[src/rtl/cmos_logic_pipe.sv]
// Registered bitwise reduction unit: NUM_IN operands reduced under a selectable
// gate function, two pipeline stages with valid/ready on both sides.
module cmos_logic_pipe #(
  parameter int WIDTH  = 8,
  parameter int NUM_IN = 2
) (
  input  logic                    clk,
  input  logic                    rst_n,
  input  logic                    in_valid,
  output logic                    in_ready,
  input  logic [NUM_IN*WIDTH-1:0] in_data,
  input  logic [2:0]              op,
  output logic                    out_valid,
  input  logic                    out_ready,
  output logic [WIDTH-1:0]        out_data,
  output logic [2:0]              out_op
);

  if (NUM_IN < 2 || NUM_IN > 8) begin : g_num_in_check
    $error("cmos_logic_pipe: NUM_IN must be in the range 2..8");
  end

  localparam logic [2:0] OP_OR      = 3'b000;
  localparam logic [2:0] OP_NOR     = 3'b001;
  localparam logic [2:0] OP_AND     = 3'b010;
  localparam logic [2:0] OP_NAND    = 3'b011;
  localparam logic [2:0] OP_XOR     = 3'b100;
  localparam logic [2:0] OP_XNOR    = 3'b101;
  localparam logic [2:0] OP_ACC_OR  = 3'b110;

  logic [WIDTH-1:0] red_or;
  logic [WIDTH-1:0] red_and;
  logic [WIDTH-1:0] red_xor;
  logic [WIDTH-1:0] s1_next;

  logic             s1_valid;
  logic [WIDTH-1:0] s1_data;
  logic [2:0]       s1_op;
  logic             s2_valid;
  logic [WIDTH-1:0] s2_data;
  logic [2:0]       s2_op;
  logic [WIDTH-1:0] acc;
  logic [WIDTH-1:0] s2_next;

  logic s1_adv;
  logic ready_int;
  logic in_xfer;

  always_comb begin
    red_or  = '0;
    red_and = '1;
    red_xor = '0;
    for (int k = 0; k < NUM_IN; k++) begin
      red_or  = red_or  | in_data[k*WIDTH +: WIDTH];
      red_and = red_and & in_data[k*WIDTH +: WIDTH];
      red_xor = red_xor ^ in_data[k*WIDTH +: WIDTH];
    end
  end

  // ACC_OR carries only the operand OR here; acc is merged at the s1->s2 move
  // so accumulation follows transaction order. ACC_CLR carries zero.
  always_comb begin
    s1_next = '0;
    case (op)
      OP_OR:     s1_next = red_or;
      OP_NOR:    s1_next = ~red_or;
      OP_AND:    s1_next = red_and;
      OP_NAND:   s1_next = ~red_and;
      OP_XOR:    s1_next = red_xor;
      OP_XNOR:   s1_next = ~red_xor;
      OP_ACC_OR: s1_next = red_or;
      default:   s1_next = '0;
    endcase
  end

  assign s2_next   = (s1_op == OP_ACC_OR) ? (acc | s1_data) : s1_data;
  assign s1_adv    = !s2_valid || out_ready;
  assign ready_int = !s1_valid || s1_adv;
  assign in_xfer   = in_valid && ready_int;
  assign in_ready  = rst_n && ready_int;

  always_ff @(posedge clk or negedge rst_n) begin
    if (!rst_n) begin
      s1_valid <= 1'b0;
      s1_data  <= '0;
      s1_op    <= 3'b000;
    end else begin
      s1_valid <= in_xfer || (s1_valid && !s1_adv);
      if (in_xfer) begin
        s1_data <= s1_next;
        s1_op   <= op;
      end
    end
  end

  always_ff @(posedge clk or negedge rst_n) begin
    if (!rst_n) begin
      s2_valid <= 1'b0;
      s2_data  <= '0;
      s2_op    <= 3'b000;
      acc      <= '0;
    end else if (s1_adv) begin
      s2_valid <= s1_valid;
      if (s1_valid) begin
        s2_data <= s2_next;
        s2_op   <= s1_op;
        if (s1_op == OP_ACC_OR || s1_op == 3'b111) begin
          acc <= s2_next;
        end
      end
    end
  end

  assign out_valid = s2_valid;
  assign out_data  = s2_data;
  assign out_op    = s2_op;

endmodule

[config.mk]
export PLATFORM = sky130hd
export DESIGN_NAME = cmos_logic_pipe
export DESIGN_NICKNAME = d
export VERILOG_FILES = /design/src/rtl/cmos_logic_pipe.sv
export SDC_FILE = /design/constraint.sdc
export NUM_CORES = 1
export LEC_CHECK = 0
export BUFFER_PORTS_ARGS = -buffer_cell sky130_fd_sc_hd__buf_4
export CORE_MARGIN = 2
export CORE_UTILIZATION = 45
export DETAILED_ROUTE_END_ITERATION = 7
export PLACE_DENSITY_LB_ADDON = 0.3
export SLEW_MARGIN = 20
export SYNTH_ARGS = -nofsm -noshare
export SYNTH_HDL_FRONTEND = slang
export SYNTH_SLANG_ARGS = --single-unit
[constraint.sdc]
create_clock -name clk -period 3.4 [get_ports clk]
set_clock_uncertainty 0.2 [all_clocks]
set_input_delay 0 -clock clk [delete_from_list [all_inputs] [get_ports clk]]
set_output_delay 0 -clock clk [all_outputs]
set_load 0.02 [all_outputs]
### Word-level counts from Yosys, hierarchy flattened

Index checks and enable logic that the tools add are counted.

* register bits after elaboration: 32
* input bits: 23
* output and inout port bits: 13
* logic and storage cells: 38

* equal/unequal tests: 8
* mux-type cells: 2
* bitwise gates (word level): 7
* reduce and logical (&&, ||, !) cells: 14

Operator list (number)
* 8-bit case mux with 6 select lines: 1
* 8-bit NOT: 3
* 8-bit bitwise OR: 2
* 3-bit == test, second input constant: 5
* 8-bit bitwise AND: 1
* 8-bit two-way mux: 1
* 8-bit XOR: 1
* 3-bit by 2-bit == test with 1-bit output, second input constant: 2
* 1-bit logical OR: 4
* 3-bit by 1-bit == test with 1-bit output, second input constant: 1
* 1-bit logical AND: 3
* 1-bit logical NOT: 3
* 3-bit logical NOT: 1
* 3-bit AND reduction: 1
* 2-bit AND reduction: 1
* 2-bit OR reduction: 1

### Logic depth before layout (Yosys ltp)

Gate-level depths: netlist (run 1).

* depth in word-level cells: 5
* depth in mapped cells: 6
* mapped depth without buffers: 6

### Least setup slack after synthesis (run 1)

OpenSTA, ideal clock, no wires.

* kind: flip-flop to flip-flop
* start point: reg s2_valid, in the netlist out_valid
* end point: reg acc[0]
* setup time: 0.121 ns
* arrival: 1.216 ns
* data required time: 3.079 ns
* slack: 1.863 ns
* cell stages (with the launch flop): 6
* cells stage by stage: dfrtp_1 nand2b_1 and2_1 and3_1 buf_6 a22o_1

* word-level cells in the longest chain between the ends: 3

Ends and longest elaborated chain
* from (decl): RTL line 39 `logic s2_valid;`
* from (signal assigned): RTL line 103 `s2_valid <= s1_valid;`
* 1-bit logical NOT: RTL line 77 `assign s1_adv = !s2_valid || out_ready;`
* 1-bit logical OR: RTL line 77
* 3-bit AND reduction (no line)
* to (signal assigned): RTL line 108 `acc <= s2_next;`
* to (decl): RTL line 42 `logic [WIDTH-1:0] acc;`

No other way between the ends.
A chain may end at the register's enable or synchronous reset.

### Worst setup path after layout (run 1)

* start point: reg s2_valid, in the netlist out_valid
* end point: reg acc[6]

Same word-level chain as after synthesis.

==> summary.txt, run 1 <==
Synthesis
  • Syn avg cell area: between 9 and 10 um2
  • Cell with the most instances after synthesis: sky130_fd_sc_hd__dfrtp_1
  • FF+latch count, synth: 32
  • Synth async-reset ratio: between 90% and 100%
  • Post-synthesis sequential area ratio: about two fifths
  • Syn Inst Count: 204
  • Main synth FF type: sky130_fd_sc_hd__dfrtp_1
  • Library cell with the largest summed area after synthesis: sky130_fd_sc_hd__dfrtp_1
  • Number of nets in the synthesized netlist: about 240
  • Synth area leaders: sky130_fd_sc_hd__dfrtp_1 (41%), sky130_fd_sc_hd__ha_1 (10%), sky130_fd_sc_hd__a21oi_1 (6.1%)
  • Count of yosys warnings during synthesis: 0
  • Post-Synthesis Cell Area: roughly 0.002 mm2
  • Yosys top cell area share: about two fifths
  • Count of unique library cells instantiated by Yosys: 29
  • Most frequent cells after synthesis: sky130_fd_sc_hd__dfrtp_1 (32), sky130_fd_sc_hd__a21oi_1 (24), sky130_fd_sc_hd__nor2_1 (21)
  • Number of enable flip-flop cells after synthesis: 0

Clock network
  • Total CTS buffers: 5
  • Clock latency on the worst-skew pair: 0.28 ns
  • Quantity of gates resized following cts: 0
  • Cell at the root of the clock tree: sky130_fd_sc_hd__clkbuf_8
  • Clk pin slew, worst setup/hold paths: about 0.060 ns
  • H-tree depth: 2
  • CTS tree: done
  • # clock sinks: 32
  • Maximum buffer depth of the clock tree: 2

Die
  • X dimension of the die: roughly 70 um
  • Starting density of the core: between 40 and 50%
  • Number of ports placed on the die boundary: 36
  • Rows: 24
  • Die height: about 70 um
  • Die Footprint: 0.00493 mm2
  • Core Footprint: approximately 0.0043 mm2

Finish
  • Post-route insts no fill: ~300
  • Antenna Diode Count: 0
  • Synthesis-to-layout area growth: 20.1%
  • Number of nets at the end of the flow: 280
  • # fillers: roughly 400
  • Layout cell share with drive strength beyond 1: 22.8%

Placement
  • Placed wire-length estimate after detailed placement: approximately 2500 um
  • Final estimated routing congestion in global placement: between 0.7 and 0.8
  • Instance count after placement with tap cells included: ~280
  • Port Buffer Count: 35

Detailed routing
  • Post-detailed-route via-to-cell ratio: a little under 5
  • Total routed wirelength: between 3000 and 4000 um
  • Routed length per placed instance: approximately 11 um
  • Final ANT Viol Nets: 0
  • Total number of vias: 1,443
  • Remaining DRCs: 0
  • Router iterations before antenna repair: 4
  • Number of design-rule violations left by the first detailed-router iteration: between 70 and 80

Pwr
  • Sw frac: between 30 and 40%
  • Maximum VDD drop: 179 uV
  • Clock group share of total power: 22.4%
  • Part of the total power dissipated in combinational logic: roughly 30%
  • Total power consumption of the routed design: roughly 1.2 mW
  • Power density cells: between 400 and 500 mW/mm2
  • Sequential share of power: between 40 and 50%
  • Leakage: about 1.2 nW
  • Design internal power: 0.798 mW
  • Net Sw Power: between 0.3 and 0.4 mW

Timing
  • Final period utilization: around three fifths
  • Peak clock frequency supported by timing: 490 MHz
  • Final hold violations: 0
  • Worst-case hold slack: 0.0109 ns
  • Worst slew margin: 55.8%
  • Total setup violations reported at the end of the flow: 0
  • RSZ-0062 raised after global routing: false
  • Final count of pins violating max slew: 0
  • Total negative slack for setup checks: 0 ns
  • Final critical-path required period: roughly 2.0 ns
  • Slew @ Worst Pin: between 0.6 and 0.7 ns

Critical path
  • Worst Setup End Kind: flop
  • Reg2Reg Depth: 4
  • Maximum net fanout on the critical path: 21
  • Worst r2r src: out_valid
  • Critical path startpoint: out_valid
  • WS Path Type: flop to flop
  • Setup slack of the most critical reg-to-reg path: roughly 1.4 ns
  • Worst path arrival time: about 2 ns
  • Worst setup path endpoint: acc[6]
  • CP Data Required Time: ~3.4 ns
  • Endpoint of the most critical register-to-register path: acc[6]
  • Category of the worst setup path launch point: flop

Outcome
  • Result of the run: finished, final reports clean

Job
  • Maxcap violations: 0

Global route
  • First-pass GRT wire length: roughly 6200 um
  • Largest net degree at the start of global routing: 33
  • Via count of the first global-routing pass: about 1,400
  • Total overflow reported by the global router: 0
  • Initial antenna violation count: 0
  • Combined global-route utilization of all metal layers: approximately 16%

Worst hold path
  • Type of the most critical hold path: input pin to async pin
==> final cells by class <==
cell class	instances	area, um2	share of cell area [%]
clock inverters	1	5.00	0.211
well taps	52	65.1	2.74
flip-flops and latches	32	801	33.8
clock buffers	6	72.6	3.06
repair buffers	42	343	14.5
multi-input cells	144	1020	43.2
inverters	16	60.1	2.53
==> routing by layer <==
metal	GRT usage [%]	vias up	share of wire, %
li1	-	773	-
met1	22.1	630	53
met2	22.2	34	40
met3	4.18	6	4.6
met4	6.41	0	2.0
met5	0	-	0
==> worst max-delay path, cell delays in order (launching register included) <==
cell                       delay, ns
sky130_fd_sc_hd__dfrtp_1        0.40
sky130_fd_sc_hd__nand2b_1       0.10
sky130_fd_sc_hd__and2_1         0.56
sky130_fd_sc_hd__nand4_1        0.39
sky130_fd_sc_hd__a22o_1         0.28
==> power groups by stage <==
| stage | Sequential (mW) | Combinational [mW] | Clock [mW] |
|---|---|---|---|
| after floorplan | 0.584 | 0.193 | 0 |
| after global placement | 0.557 | 0.329 | 0 |
| after detailed placement | 0.560 | 0.335 | 0 |
| after CTS | 0.553 | 0.346 | 0.269 |
| after global routing | 0.567 | 0.382 | 0.293 |
| final | 0.554 | 0.342 | 0.259 |
==> logic make-up after synthesis <==
family / after synthesis / synth area share [%]
mux: 6 / 3.42
flops: 32 / 40.6
fa+ha+maj: 16 / 10.1
simple gates: 57 / 13.9
xor+xnor: 1 / 0.444
buf+inv: 28 / 7.54
compound gates: 64 / 24.0
==> registers in the layout, summed over array words and instances (netlist names) <==
signal,cells
acc,8
out_op,3
out_valid,1
s1_valid,1
out_data,8
s1_op,3
s1_data,8
==> how the worst min path moves through the flow <==
stage          startpoint        end
2_1_floorplan       rst_n     acc[0]
3_3_place_gp        rst_n   s1_op[2]
3_5_place_dp        rst_n  out_valid
4_1_cts             rst_n     acc[1]
5_1_grt             rst_n   s1_valid
6_report            rst_n   s1_valid
==> layout by cell type (no fill, tap or decap), types with 4 or more instances in the layout <==
master                          instances
sky130_fd_sc_hd__a21oi_1               24
sky130_fd_sc_hd__dlygate4sd3_1          6
sky130_fd_sc_hd__inv_1                 16
sky130_fd_sc_hd__o21ai_0                5
sky130_fd_sc_hd__and2_1                 7
sky130_fd_sc_hd__a22o_1                 8
sky130_fd_sc_hd__buf_4                 35
sky130_fd_sc_hd__nor2_1                21
sky130_fd_sc_hd__o211a_1                5
sky130_fd_sc_hd__clkbuf_8               5
sky130_fd_sc_hd__nand2_1               12
sky130_fd_sc_hd__o31ai_2                6
sky130_fd_sc_hd__ha_1                  16
sky130_fd_sc_hd__a21o_1                 4
sky130_fd_sc_hd__dfrtp_1               32
sky130_fd_sc_hd__nand2b_1              13
==> per-stage QoR <==
stage	utilization [%]	setup slack [ns]	instance area, um2
floorplan	-	1.86	1970
global placement	51.5	1.45	2210
detailed placement	51.5	1.38	2210
CTS	55.2	1.35	2370
global route	55.2	1.13	2370
finish	55.2	1.36	2370
==> what timing repair did <==
action | CTS | global route
hold endpoints to repair | 44 | 0
buffers inserted | 0 | 0
hold buffers | 7 | 0
No activity file was read; power rests on OpenSTA's default activity.
==> run 2: changes to the inputs <==
Clock period 3.4 ns to 1.7 ns, I/O delays scaled along.
==> run 2 against run 1 <==
  * Wire length is 3.9% higher
  * Clock-buffer cell count grew 2
  * Via count up 2.6%
  * Worst setup slack got worse by 1.2 ns
  * Register-to-register slack worse by 1.2 ns
  * Combinational power grew 100%
  * Critical path depth increased by 2
  * Total power grew 110%
==> summary.txt, run 2 (same netlist as run 1, synthesis figures left out) <==
Outcome
  • Result of the run: finished, final reports clean

Critical path
  • Maximum net fanout on the critical path: 8 (-62%)
  • Slowest-stage cell, CP: sky130_fd_sc_hd__dlygate4sd3_1
  • Worst path arrival time: 1.54 ns (-0.47 ns)
  • WS Path Type: input pin to flop
  • CP Data Required Time: 1.67 ns (-1.69 ns)
  • Ordered cell list for the critical path: dlygate4sd3_1 -> buf_4 -> nand2b_1 -> and2_1 -> and3_1 -> a22o_1
  • Delay contributed by the slowest stage of the critical path: 0.55 ns (about the same)
  • Category of the worst setup path launch point: input pin
  • Worst Setup End Kind: flop

Die
  • Number of ports placed on the die boundary: 36 (unchanged)
  • Starting density of the core: 46.0% (unchanged)
  • Core Footprint: 0.00429 mm2 (unchanged)
  • X dimension of the die: 70.2 um (unchanged)
  • Rows: 24 (unchanged)
  • Die Footprint: 0.00493 mm2 (unchanged)
  • Die height: 70.2 um (unchanged)

Placement
  • Port Buffer Count: 35 (unchanged)
  • Placed wire-length estimate after detailed placement: 2620 um (+6.2%)
  • Minimum setup slack after placement: 0.174 ns (-1.20 ns)
  • Final estimated routing congestion in global placement: 0.754 (+0.78%)

Clock network
  • H-tree depth: 2 (unchanged)
  • CTS tree: done
  • Maximum buffer depth of the clock tree: 2 (unchanged)
  • Clk pin slew, worst setup/hold paths: 0.06 ns (about the same)
  • Cell at the root of the clock tree: sky130_fd_sc_hd__clkbuf_8
  • # clock sinks: 32 (unchanged)
  • Clock latency on the worst-skew pair: 0.28 ns (about the same)
  • Total CTS buffers: 5 (unchanged)

Detailed routing
  • Total routed wirelength: 3500 um (+3.9%)
  • Router iterations before antenna repair: 4 (unchanged)
  • Post-detailed-route via-to-cell ratio: 4.97 (+0.91%)
  • Total number of vias: 1,481 (+2.6%)
  • Number of design-rule violations left by the first detailed-router iteration: 84 (+12%)
  • Remaining DRCs: 0 (unchanged)
  • Final ANT Viol Nets: 0 (unchanged)
  • Routed length per placed instance: 11.7 um (+2.2%)

Worst hold path
  • Type of the most critical hold path: input pin to flop

Finish
  • Fraction of the core area covered by cells at the end of the flow: 56.0% (+0.76 points)
  • Number of nets at the end of the flow: 284 (+1.4%)
  • Leading cell type in the layout, fill and taps excluded: sky130_fd_sc_hd__buf_4
  • Most used cells in the layout excluding fill and tap cells: sky130_fd_sc_hd__buf_4 (40), sky130_fd_sc_hd__dfrtp_1 (32), sky130_fd_sc_hd__a21oi_1 (24)
  • Synthesis-to-layout area growth: 21.7%
  • Layout cell share with drive strength beyond 1: 24.4% (+1.6 points)
  • Antenna Diode Count: 0 (unchanged)

Timing
  • Total negative slack for setup checks: 0 ns (unchanged)
  • Final period utilization: 92.7%
  • Slew @ Worst Pin: 0.451 ns (-0.212 ns)
  • Worst slew margin: 69.8% (+14 points)
  • Worst-case hold slack: 0.0239 ns (+0.0130 ns)
  • Setup slack after layout: 0.124 ns (-1.23 ns)
  • Final critical-path required period: 1.58 ns
  • Peak clock frequency supported by timing: 634 MHz
  • Final count of pins violating max slew: 0 (unchanged)
  • Final hold violations: 0 (unchanged)
  • Total setup violations reported at the end of the flow: 0 (unchanged)
  • RSZ-0062 raised after global routing: false

Pwr
  • Leakage: 1.18 nW (+1.7%)
  • Total power consumption of the routed design: 2.38 mW (+110%)
  • Maximum VDD drop: 428 uV (+140%)
  • Power density cells: 991 mW/mm2 (+100%)

Global route
  • Total overflow reported by the global router: 0 (unchanged)
  • Largest net degree at the start of global routing: 33 (unchanged)
  • Combined global-route utilization of all metal layers: 15.6% (+0.066 points)
  • Via count of the first global-routing pass: 1,432 (+5.3%)
  • First-pass GRT wire length: 6260 um (+1.5%)
  • Initial antenna violation count: 0 (unchanged)

Job
  • Maxcap violations: 0 (unchanged)
## run 2: power by group
group	switching (mW)	internal [mW]	leakage, nW	total (mW)
Sequential	0.131	0.971	0.374	1.10
Combinational	0.341	0.355	0.764	0.696
Clock	0.255	0.330	0.0455	0.585
Total	0.727	1.66	1.18	2.38
## run 2: worst max-delay path, delay by kind of cell
family	cells	cell delay (ns)
AOI/OAI and AO/OA	1	0.26
buffers and inverters	2	0.69
and+or+nand+nor	3	0.59
## run 2: area by class of cell
type	count	area, um2
Inverter	16	60.1
Multi-Input combinational cell	144	1030
Sequential cell	32	801
Fill cell	415	1890
Tap cell	52	65.1
Timing Repair Buffer	46	360
Clock buffer	8	90.1
## run 2: stage by stage
step,instances,cell area (um2)
floorplan,204,1970
global placement,284,2250
detailed placement,284,2250
CTS,298,2400
global route,298,2400
finish,298,2400
## run 2: repair_timing
action,CTS,global route
setup buffers,0,0
hold buffers,6,0
hold endpoints to repair,43,0
endpoints found under the setup margin,0,5
resized for setup,0,1
## run 2: final timing paths
check | startpoint | cells after the start | slack, ns | end
max | out_ready | 6 | 0.12 | acc[7]
min | in_data[9] | 4 | 0.02 | s1_data[1]
max reg2reg | out_valid | 4 | 0.19 | acc[7]
min reg2reg | out_op[2] | 1 | 0.29 | out_op[2]
max in group asynchronous | rst_n | 3 | 0.94 | out_data[6]
min in group asynchronous | rst_n | 3 | 0.08 | s1_op[0]
## run 2: layer usage
metal  track usage, %  routed length, um  up-vias
met5                0                  0        -
met4             6.41                 63        0
met3             2.45                145        6
met2             23.3               1470       36
met1             22.5               1820      661
li1                 -                  -      778
==> run 3: changes to the inputs <==
Clock period 1.7 ns to 1.8 ns, I/O delays scaled along.
==> run 3 against run 2 <==
  * The flow now finishes with violations (negative hold slack)
  * Die area unchanged
  * Final area down 0.94%
  * Final cell count is 1.0% lower
  * Sequential power is 5% lower
  * Total power decreased by 5.8%
  * Sequential share of layout area is 0.32 points higher
  * Flip-flop and latch count did not move
  * Clock power decreased by 5.3%
  * Utilization decreased by 0.52 points
  * Worst setup slack got worse by 0.0014 ns
  * Via count down 0.27%
  * Global-route usage is 0.50 points lower
  * Critical path type is now flop to flop
  * Critical endpoint is now acc[5]
==> summary.txt, run 3 (same netlist as run 1, synthesis figures left out) <==
Outcome
  • Result of the run: finished, violations left
  • Failing checks: negative hold slack

Finish
  • Antenna Diode Count: 0 (unchanged)
  • Number of nets at the end of the flow: 281 (-1.1%)
  • Most used cells in the layout excluding fill and tap cells: sky130_fd_sc_hd__buf_4 (37), sky130_fd_sc_hd__dfrtp_1 (32), sky130_fd_sc_hd__a21oi_1 (24)
  • Leading cell type in the layout, fill and taps excluded: sky130_fd_sc_hd__buf_4
  • Fraction of the core area covered by cells at the end of the flow: 55.4% (-0.52 points)
  • Synthesis-to-layout area growth: 20.6%
  • Post-route insts no fill: 295 (-1.0%)
  • Finished Cell Area: 0.00238 mm2 (-0.94%)
  • Layout cell share with drive strength beyond 1: 23.9% (-0.52 points)

Detailed routing
  • Routed length per placed instance: 11.8 um (+0.87%)
  • Final ANT Viol Nets: 0 (unchanged)
  • Total routed wirelength: 3490 um (-0.14%)
  • Post-detailed-route via-to-cell ratio: 5.01 (+0.74%)
  • Remaining DRCs: 0 (unchanged)
  • Number of design-rule violations left by the first detailed-router iteration: 119 (+42%)
  • Total number of vias: 1,477 (-0.27%)
  • Router iterations before antenna repair: 4 (unchanged)

Critical path
  • Worst Setup End Kind: flop
  • Category of the worst setup path launch point: flop
  • Maximum net fanout on the critical path: 8 (unchanged)
  • WS Path Type: flop to flop
  • CP Data Required Time: 1.77 ns (+0.10 ns)
  • Worst path arrival time: 1.65 ns (+0.11 ns)

Placement
  • Final estimated routing congestion in global placement: 0.742 (-1.6%)
  • Placement-stage cell area: 0.00223 mm2 (-1.0%)
  • Minimum setup slack after placement: 0.120 ns (-0.0539 ns)
  • Port Buffer Count: 35 (unchanged)
  • Instance count after placement with tap cells included: 281 (-1.1%)
  • Placed wire-length estimate after detailed placement: 2510 um (-4.3%)

Clock network
  • # clock sinks: 32 (unchanged)
  • Cell at the root of the clock tree: sky130_fd_sc_hd__clkbuf_8
  • Clock latency on the worst-skew pair: 0.28 ns (about the same)
  • Post-CTS setup buffers: 0 (unchanged)
  • Maximum buffer depth of the clock tree: 2 (unchanged)
  • Total CTS buffers: 5 (unchanged)
  • CTS tree: done
  • Clk pin slew, worst setup/hold paths: 0.06 ns (about the same)
  • H-tree depth: 2 (unchanged)

Global route
  • Via count of the first global-routing pass: 1,322 (-7.7%)
  • First-pass GRT wire length: 5930 um (-5.3%)
  • Largest net degree at the start of global routing: 34 (+3.0%)
  • Initial antenna violation count: 0 (unchanged)
  • Total overflow reported by the global router: 0 (unchanged)
  • Combined global-route utilization of all metal layers: 15.1% (-0.50 points)

Die
  • Number of ports placed on the die boundary: 36 (unchanged)
  • X dimension of the die: 70.2 um (unchanged)
  • Core Footprint: 0.00429 mm2 (unchanged)
  • Starting density of the core: 46.0% (unchanged)
  • Rows: 24 (unchanged)
  • Die height: 70.2 um (unchanged)
  • Die Footprint: 0.00493 mm2 (unchanged)

Timing
  • Peak clock frequency supported by timing: roughly 600 MHz
  • Final period utilization: 93.2%
  • Slew @ Worst Pin: 0.449 ns (-0.00224 ns)
  • Total negative slack for setup checks: 0 ns (unchanged)
  • Final count of pins violating max slew: 0 (unchanged)
  • Final critical-path required period: between 1.5 and 2 ns
  • Setup slack after layout: 0.122 ns (-0.00138 ns)
  • Worst-case hold slack: -0.0109 ns (-0.0349 ns)
  • RSZ-0062 raised after global routing: false
  • Worst slew margin: 69.9% (+0.15 points)
  • Final hold violations: 30 (+30)
  • Total setup violations reported at the end of the flow: 0 (unchanged)

Pwr
  • Total power consumption of the routed design: 2.24 mW (-5.8%)
  • Leakage: 1.17 nW (-0.79%)
  • Maximum VDD drop: 331 uV (-23%)
  • Power density cells: 943 mW/mm2 (-4.9%)

Worst hold path
  • Type of the most critical hold path: input pin to async pin

Job
  • Maxcap violations: 0 (unchanged)
## run 3: cell types whose count changed in the layout (fill, tap and decap cells not counted), sizes merged
| cell | before | now |
|---|---|---|
| clkinv | 0 | 2 |
| clkbuf | 8 | 6 |
| buf | 40 | 37 |
## run 3: final cells by class
type / count / area (um2)
inverters: 16 / 60.1
well taps: 52 / 65.1
fillers: 384 / 1910
clock inverters: 2 / 10.0
repair buffers: 43 / 338
clock buffers: 6 / 82.6
flip-flops and latches: 32 / 801
multi-input cells: 144 / 1020
## run 3: final timing paths
path / slack [ns] / end / from / cells past startpoint
max: 0.12 / acc[5] / out_valid / 4
min: -0.01 / out_valid / rst_n / 2
max in group asynchronous: 1.12 / s1_op[0] / rst_n / 2
min reg2reg: 0.28 / out_valid / s1_valid / 1
min in group clk: 0.02 / s1_data[1] / in_data[9] / 4
max reg2reg: 0.12 / acc[5] / out_valid / 4
## run 3: metal layers
| metal | wire length, um | global-route usage [%] |
|---|---|---|
| met3 | 176 | 4.04 |
| met1 | 1770 | 20.3 |
| met2 | 1490 | 22.3 |
| met5 | 0 | 0 |
| met4 | 60 | 7.69 |
## run 3: where the power goes
part           switching [mW]  total (mW)  internal [mW]
Sequential              0.122        1.04          0.917
Combinational           0.321       0.651          0.330
Clock                   0.250       0.554          0.304
Total                   0.693        2.24           1.55
## run 3: worst max-delay path, stage by stage, from the launching register on
cell	delay, ns
sky130_fd_sc_hd__dfrtp_1	0.39
sky130_fd_sc_hd__nand2b_1	0.09
sky130_fd_sc_hd__and2_1	0.26
sky130_fd_sc_hd__nand4_1	0.33
sky130_fd_sc_hd__a22o_1	0.28
## run 3: what timing repair did
| item | in CTS | in global routing |
|---|---|---|
| hold endpoints to repair | 45 | 0 |
| resized for setup | 0 | 0 |
| hold buffers | 6 | 0 |
